===== src/rtl/seq_ctrl_pkg.sv =====
// rtl/seq_ctrl_pkg.sv - shared state/mode encodings and helpers for the run-length detect controller
package seq_ctrl_pkg;

    localparam logic [1:0] ST_IDLE     = 2'd0;
    localparam logic [1:0] ST_RUN      = 2'd1;
    localparam logic [1:0] ST_WAIT_ACK = 2'd2;
    localparam logic [1:0] ST_DONE     = 2'd3;

    // Mode bit 1 set means "either polarity"; bit 0 is then don't-care.
    localparam logic [1:0] MODE_ZERO = 2'b00;
    localparam logic [1:0] MODE_ONE  = 2'b01;
    localparam logic [1:0] MODE_ANY  = 2'b10;

    // A run of one bit is every sample, so shorter lengths are promoted.
    localparam int MIN_RUN_LEN = 2;

    function automatic logic mode_allows(input logic [1:0] mode, input logic bit_v);
        logic ok;
        if ((mode & MODE_ANY) != 2'b00) begin
            ok = 1'b1;
        end else begin
            case (mode)
                MODE_ZERO: ok = ~bit_v;
                MODE_ONE:  ok = bit_v;
                default:   ok = 1'b1;
            endcase
        end
        return ok;
    endfunction

endpackage


===== src/rtl/seq_run_tracker.sv =====
// rtl/seq_run_tracker.sv - last-bit / saturating run counter with one detect per run
module seq_run_tracker #(
    parameter int LEN_W = 4
) (
    input  logic             clk,
    input  logic             rst_n,
    input  logic             clear,
    input  logic             en,
    input  logic             w,
    input  logic [LEN_W-1:0] n,
    output logic             detect,
    output logic             bit_o
);

    localparam logic [LEN_W-1:0] ONE = LEN_W'(1);

    logic             has_last_q, has_last_d;
    logic             last_q, last_d;
    logic [LEN_W-1:0] run_q, run_d;

    // Next run state; detect fires only on the N-1 -> N step so a saturated run never retriggers.
    always_comb begin
        has_last_d = has_last_q;
        last_d     = last_q;
        run_d      = run_q;
        detect     = 1'b0;
        bit_o      = w;
        if (clear) begin
            has_last_d = 1'b0;
            last_d     = 1'b0;
            run_d      = '0;
        end else if (en) begin
            has_last_d = 1'b1;
            last_d     = w;
            if (!has_last_q || (w != last_q)) begin
                run_d = ONE;
            end else begin
                if (run_q != n) begin
                    run_d = run_q + ONE;
                end
                if (run_q == (n - ONE)) begin
                    detect = 1'b1;
                end
            end
        end
    end

    // Tracker state registers.
    always_ff @(posedge clk or negedge rst_n) begin
        if (!rst_n) begin
            has_last_q <= 1'b0;
            last_q     <= 1'b0;
            run_q      <= '0;
        end else begin
            has_last_q <= has_last_d;
            last_q     <= last_d;
            run_q      <= run_d;
        end
    end

endmodule


===== src/rtl/seq_detect_ctrl.sv =====
// rtl/seq_detect_ctrl.sv - session FSM for run-length event detection with valid/ack hand-off
module seq_detect_ctrl
    import seq_ctrl_pkg::*;
#(
    parameter int LEN_W = 4,
    parameter int WIN_W = 16,
    parameter int CNT_W = 8
) (
    input  logic             pCLK,
    input  logic             nREST,
    input  logic             cfg_start,
    input  logic             cfg_stop,
    input  logic [LEN_W-1:0] cfg_len,
    input  logic [1:0]       cfg_mode,
    input  logic [CNT_W-1:0] cfg_max,
    input  logic [WIN_W-1:0] cfg_window,
    input  logic             W,
    input  logic             w_valid,
    output logic             evt_valid,
    output logic             evt_kind,
    input  logic             evt_ack,
    output logic [CNT_W-1:0] evt_count,
    output logic             evt_drop,
    output logic             busy,
    output logic             done,
    output logic             timeout
);

    logic [1:0]       state_q, state_d;
    logic [LEN_W-1:0] len_q, len_d;
    logic [1:0]       mode_q, mode_d;
    logic [CNT_W-1:0] max_q, max_d;
    logic [WIN_W-1:0] win_q, win_d;
    logic [WIN_W-1:0] win_cnt_q, win_cnt_d;
    logic             evt_valid_q, evt_valid_d;
    logic             evt_kind_q, evt_kind_d;
    logic [CNT_W-1:0] evt_count_q, evt_count_d;
    logic             evt_drop_q, evt_drop_d;
    logic             timeout_q, timeout_d;

    logic             is_busy;
    logic             start_ok;
    logic             sample;
    logic             trk_detect;
    logic             trk_bit;
    logic             det;
    logic [WIN_W-1:0] win_next;
    logic             win_hit;
    logic             quota_hit;

    assign is_busy   = (state_q == ST_RUN) || (state_q == ST_WAIT_ACK);
    assign start_ok  = cfg_start && !cfg_stop && ((state_q == ST_IDLE) || (state_q == ST_DONE));
    assign sample    = w_valid && is_busy;
    assign det       = trk_detect && mode_allows(mode_q, trk_bit);
    assign win_next  = win_cnt_q + WIN_W'(1);
    assign win_hit   = sample && (win_q != '0) && (win_next == win_q);
    assign quota_hit = (max_q != '0) && (evt_count_q == max_q);

    seq_run_tracker #(.LEN_W(LEN_W)) u_tracker (
        .clk    (pCLK),
        .rst_n  (nREST),
        .clear  (start_ok),
        .en     (sample),
        .w      (W),
        .n      (len_q),
        .detect (trk_detect),
        .bit_o  (trk_bit)
    );

    // Session FSM; priority is stop, then window expiry, then quota/ack, then detect.
    always_comb begin
        state_d     = state_q;
        len_d       = len_q;
        mode_d      = mode_q;
        max_d       = max_q;
        win_d       = win_q;
        win_cnt_d   = win_cnt_q;
        evt_valid_d = evt_valid_q;
        evt_kind_d  = evt_kind_q;
        evt_count_d = evt_count_q;
        evt_drop_d  = evt_drop_q;
        timeout_d   = timeout_q;

        if (start_ok) begin
            state_d     = ST_RUN;
            len_d       = (cfg_len < LEN_W'(MIN_RUN_LEN)) ? LEN_W'(MIN_RUN_LEN) : cfg_len;
            mode_d      = cfg_mode;
            max_d       = cfg_max;
            win_d       = cfg_window;
            win_cnt_d   = '0;
            evt_valid_d = 1'b0;
            evt_kind_d  = 1'b0;
            evt_count_d = '0;
            evt_drop_d  = 1'b0;
            timeout_d   = 1'b0;
        end else if (cfg_stop) begin
            state_d     = ST_IDLE;
            evt_valid_d = 1'b0;
        end else if (is_busy) begin
            if (sample) begin
                win_cnt_d = win_next;
            end
            if (win_hit) begin
                state_d     = ST_DONE;
                timeout_d   = 1'b1;
                evt_valid_d = 1'b0;
            end else if (state_q == ST_RUN) begin
                if (det) begin
                    state_d     = ST_WAIT_ACK;
                    evt_valid_d = 1'b1;
                    evt_kind_d  = trk_bit;
                    evt_count_d = evt_count_q + CNT_W'(1);
                end
            end else if (evt_ack) begin
                if (quota_hit) begin
                    state_d     = ST_DONE;
                    evt_valid_d = 1'b0;
                end else if (det) begin
                    evt_kind_d  = trk_bit;
                    evt_count_d = evt_count_q + CNT_W'(1);
                end else begin
                    state_d     = ST_RUN;
                    evt_valid_d = 1'b0;
                end
            end else if (det) begin
                evt_drop_d = 1'b1;
            end
        end
    end

    // Session state, latched config and output registers.
    always_ff @(posedge pCLK or negedge nREST) begin
        if (!nREST) begin
            state_q     <= ST_IDLE;
            len_q       <= '0;
            mode_q      <= '0;
            max_q       <= '0;
            win_q       <= '0;
            win_cnt_q   <= '0;
            evt_valid_q <= 1'b0;
            evt_kind_q  <= 1'b0;
            evt_count_q <= '0;
            evt_drop_q  <= 1'b0;
            timeout_q   <= 1'b0;
        end else begin
            state_q     <= state_d;
            len_q       <= len_d;
            mode_q      <= mode_d;
            max_q       <= max_d;
            win_q       <= win_d;
            win_cnt_q   <= win_cnt_d;
            evt_valid_q <= evt_valid_d;
            evt_kind_q  <= evt_kind_d;
            evt_count_q <= evt_count_d;
            evt_drop_q  <= evt_drop_d;
            timeout_q   <= timeout_d;
        end
    end

    assign evt_valid = evt_valid_q;
    assign evt_kind  = evt_kind_q;
    assign evt_count = evt_count_q;
    assign evt_drop  = evt_drop_q;
    assign busy      = is_busy;
    assign done      = (state_q == ST_DONE);
    assign timeout   = timeout_q;

endmodule


===== config.mk =====
export PLATFORM = sky130hd
export DESIGN_NAME = seq_detect_ctrl
export DESIGN_NICKNAME = d
export VERILOG_FILES = /design/src/rtl/seq_ctrl_pkg.sv /design/src/rtl/seq_run_tracker.sv /design/src/rtl/seq_detect_ctrl.sv
export SDC_FILE = /design/constraint.sdc
export NUM_CORES = 1
export LEC_CHECK = 0
export BUFFER_PORTS_ARGS = -buffer_cell sky130_fd_sc_hd__buf_2
export CAP_MARGIN = 5
export CORE_ASPECT_RATIO = 0.9
export CORE_MARGIN = 3
export CORE_UTILIZATION = 39
export CTS_CLUSTER_DIAMETER = 200
export CTS_CLUSTER_SIZE = 24
export DETAILED_ROUTE_END_ITERATION = 16
export HOLD_SLACK_MARGIN = 0.15
export PLACE_DENSITY_LB_ADDON = 0.12
export SLEW_MARGIN = 20
export SYNTH_ARGS = -nofsm -noshare
export SYNTH_HDL_FRONTEND = slang
export SYNTH_SLANG_ARGS = --single-unit

===== constraint.sdc =====
create_clock -name pCLK -period 3.3 [get_ports pCLK]
set_input_delay 0.165 -clock pCLK [delete_from_list [all_inputs] [get_ports pCLK]]
set_output_delay 0.165 -clock pCLK [all_outputs]
set_load 0.02 [all_outputs]

==> impl_metrics.json <==
{
  "placed_cell_area_mm2": 0.004372,
  "clk_latency_ps": 330,
  "cap_violations": 0,
  "path_class": "register to register",
  "slew_viol_final": 0,
  "rsz0062_at_grt": "false",
  "power_leakage_nw": 2.357,
  "worstPathArrival_ps": 3200,
  "final.setup.worst_slack_ps": 322.2,
  "start_util": 0.4076,
  "whs_ps": 190.8,
  "drcViolationCount": 0,
  "max_stage_delay_ps": 560,
  "synthDistinctLibCells": 63,
  "yosysWarningCount": 0,
  "crit_chain": "ha_1 > nand4_1 > nor4_2 > xnor2_1 > or4_4 > nor4_4 > a211oi_4 > and2_4 > a32o_1",
  "syn_area_per_cell_um2": 8.503,
  "grt_usage": 0.1954,
  "p_comb_frac": 0.311,
  "start_kind": "register",
  "hold_start": "evt_ack",
  "crit_buf_inv": 0,
  "synthFlopType": "dfrtp_1",
  "yosysMostFrequentCell": "nand2_1",
  "first_iter_violations": 249,
  "htreeDepth": 3,
  "rows": 34,
  "hold_viol_final": 0,
  "instances_no_fill": 682,
  "io_pins": 51,
  "fp.dieW_um": 112.8,
  "worst_setup_path_end_kind": "register",
  "routed_wl_um": 10660,
  "max-clock-path-buffers": 2,
  "synth_top_area_share": 0.4124,
  "postSynthCellCount": 471,
  "switchingPower_mw": 1.150,
  "root_buffer": "clkbuf_16",
  "netSwitchingFraction": 0.3553,
  "ys_async_sr_fraction": 1.000,
  "slew_headroom": 0.3276,
  "antenna_found_initial": 0,
  "seq_power_share": 0.390,
  "period_needed_ps": 2978,
  "power.internal_mw": 2.086,
  "status": "finished, final reports clean",
  "startpoint": "win_cnt_q[1]",
  "r2r-start": "win_cnt_q[1]",
  "yosysSeqAreaShare": 0.4124,
  "power.density_mw_per_mm2": 646.9,
  "syn-num-nets": 515,
  "grt_overflow": 0,
  "clock_sinks": 66,
  "fin_nets": 595,
  "max_freq_mhz": 335.8,
  "core_area_mm2": 0.009827,
  "final_area_mm2": 0.005001,
  "io_buffers": 50,
  "clkTransAtPathRegs_ps": 60,
  "pre_cts_slack_ps": 369.7,
  "grt_pass1_wl_um": 17860,
  "syn_area_mm2": 0.004005,
  "via_per_inst": 5.295,
  "diodes": 0,
  "crit_family": "simple AND/OR/NAND/NOR gates",
  "synth_enable_flop_cells": 0,
  "synth_area_leaders": "dfrtp_1, nand2_1, xnor2_1, o21ai_0, xor2_1",
  "post-route-period-util": 0.9024,
  "r2r_slack_ps": 320,
  "dp.final_hpwl_um": 7517,
  "finalSetupViolCount": 0,
  "cts_tree": "done",
  "fin_tns_setup_ps": 0,
  "worst_pin_slew_ps": 1005,
  "worstPathRequired_ps": 3520,
  "grt_max_degree": 44,
  "finClkSkew_ps": 7.102,
  "post_cts_buffers": 0,
  "hp-class": "input port to register",
  "syn_to_final_growth_pct": 24.87,
  "drive_gt1_frac": 0.1547,
  "yosysTopAreaCell": "dfrtp_1",
  "drt_first_pass_iters": 4,
  "die-area_mm2": 0.01152,
  "grt_pass1_vias": 3524,
  "cts_buffers": 9,
  "clkPwrFrac": 0.299,
  "crit_path_max_fanout": 7,
  "postRouteAntennaNets": 0,
  "routedWlPerCell_um": 15.62,
  "place_congestion": 0.8650,
  "dp_cells": 633,
  "crit_path_top_delay_cell": "or4_4",
  "ys_seq_elements": 66,
  "fp.dieH_um": 102.1,
  "vias": 3611,
  "synth_commonest_cells": "nand2_1, dfrtp_1, nor2_1, o21ai_0, xnor2_1",
  "vdd_drop_max_v": 0.0003938
}
## routing by layer
layer,share of wire,GRT usage,wire (um)
met5,0,0,0
met4,0.010,0.05268,108
met3,0.050,0.04263,528
met2,0.45,0.3065,4788
met1,0.49,0.2752,5231
## cells in the final DEF, fill, tap and decap left out, types with 9 or more instances in the layout
master	count
and3_1	11
nand4_1	11
xor2_1	16
nand3_1	10
nor4_1	13
nand2b_1	10
o21ai_0	28
dlygate4sd3_1	33
xnor2_1	23
inv_1	12
dfrtp_1	66
buf_4	12
nor2_1	30
buf_2	50
a21oi_1	16
nand2_1	115
clkbuf_16	9
## worst paths after layout
check                      depth (start not counted)            to
setup / recovery                                   9  evt_count[7]
hold / removal                                     4      evt_drop
setup reg to reg                                   9  evt_count[7]
hold reg to reg                                    2     mode_q[1]
max in group asynchronous                          3      win_q[5]
min in group asynchronous                          2  evt_count[2]
## layout make-up
class	instances	area, um2
fillers	927	4826
clock buffers	14	264.0
repair buffers	95	670.6
flip-flops and latches	66	1652
well taps	126	157.7
clock inverters	2	35.03
inverters	13	48.80
multi-input cells	366	2173
## state kept, by name, indices dropped and copies added (netlist names)
| register | cells |
|---|---|
| win_cnt_q | 16 |
| win_q | 16 |
| evt_count | 8 |
| max_q | 8 |
| len_q | 4 |
| u_tracker.run_q | 4 |
| mode_q | 2 |
| state_q | 2 |
| evt_drop | 1 |
| evt_kind | 1 |
| evt_valid | 1 |
| timeout | 1 |
| u_tracker.has_last_q | 1 |
| u_tracker.last_q | 1 |
## kinds of logic after synthesis
family | synth area share
compound gates | 0.1387
buf+inv | 0.04498
simple gates | 0.2818
mux | 0.01500
flops | 0.4124
xor+xnor | 0.08528
fa+ha+maj | 0.02187
## tightest hold or removal path: cells and delay by family
family	cells	cell delay (ps)
compound gates	1	130
simple gates	2	90
buf+inv	1	100
## per-stage QoR
step / utilization / power, mW
global placement: 0.4449 / 2.227
global route: 0.5089 / 3.457
finish: 0.5089 / 3.235
detailed placement: 0.4449 / 2.248
CTS: 0.5089 / 3.263
floorplan: - / 1.929
## power by group through the flow
stage | Sequential, mW | Clock, mW | Combinational (mW)
after floorplan | 1.24 | 0 | 0.692
after global placement | 1.27 | 0 | 0.959
after detailed placement | 1.27 | 0 | 0.977
after CTS | 1.26 | 0.987 | 1.02
after global routing | 1.29 | 1.02 | 1.14
final | 1.26 | 0.968 | 1.01
## repair_timing
item                                   in CTS  in global routing
endpoints found under the hold margin      57                  0
resized for setup                           0                  0
hold buffers                               33                  0
Power figures use the tool's default switching activity.
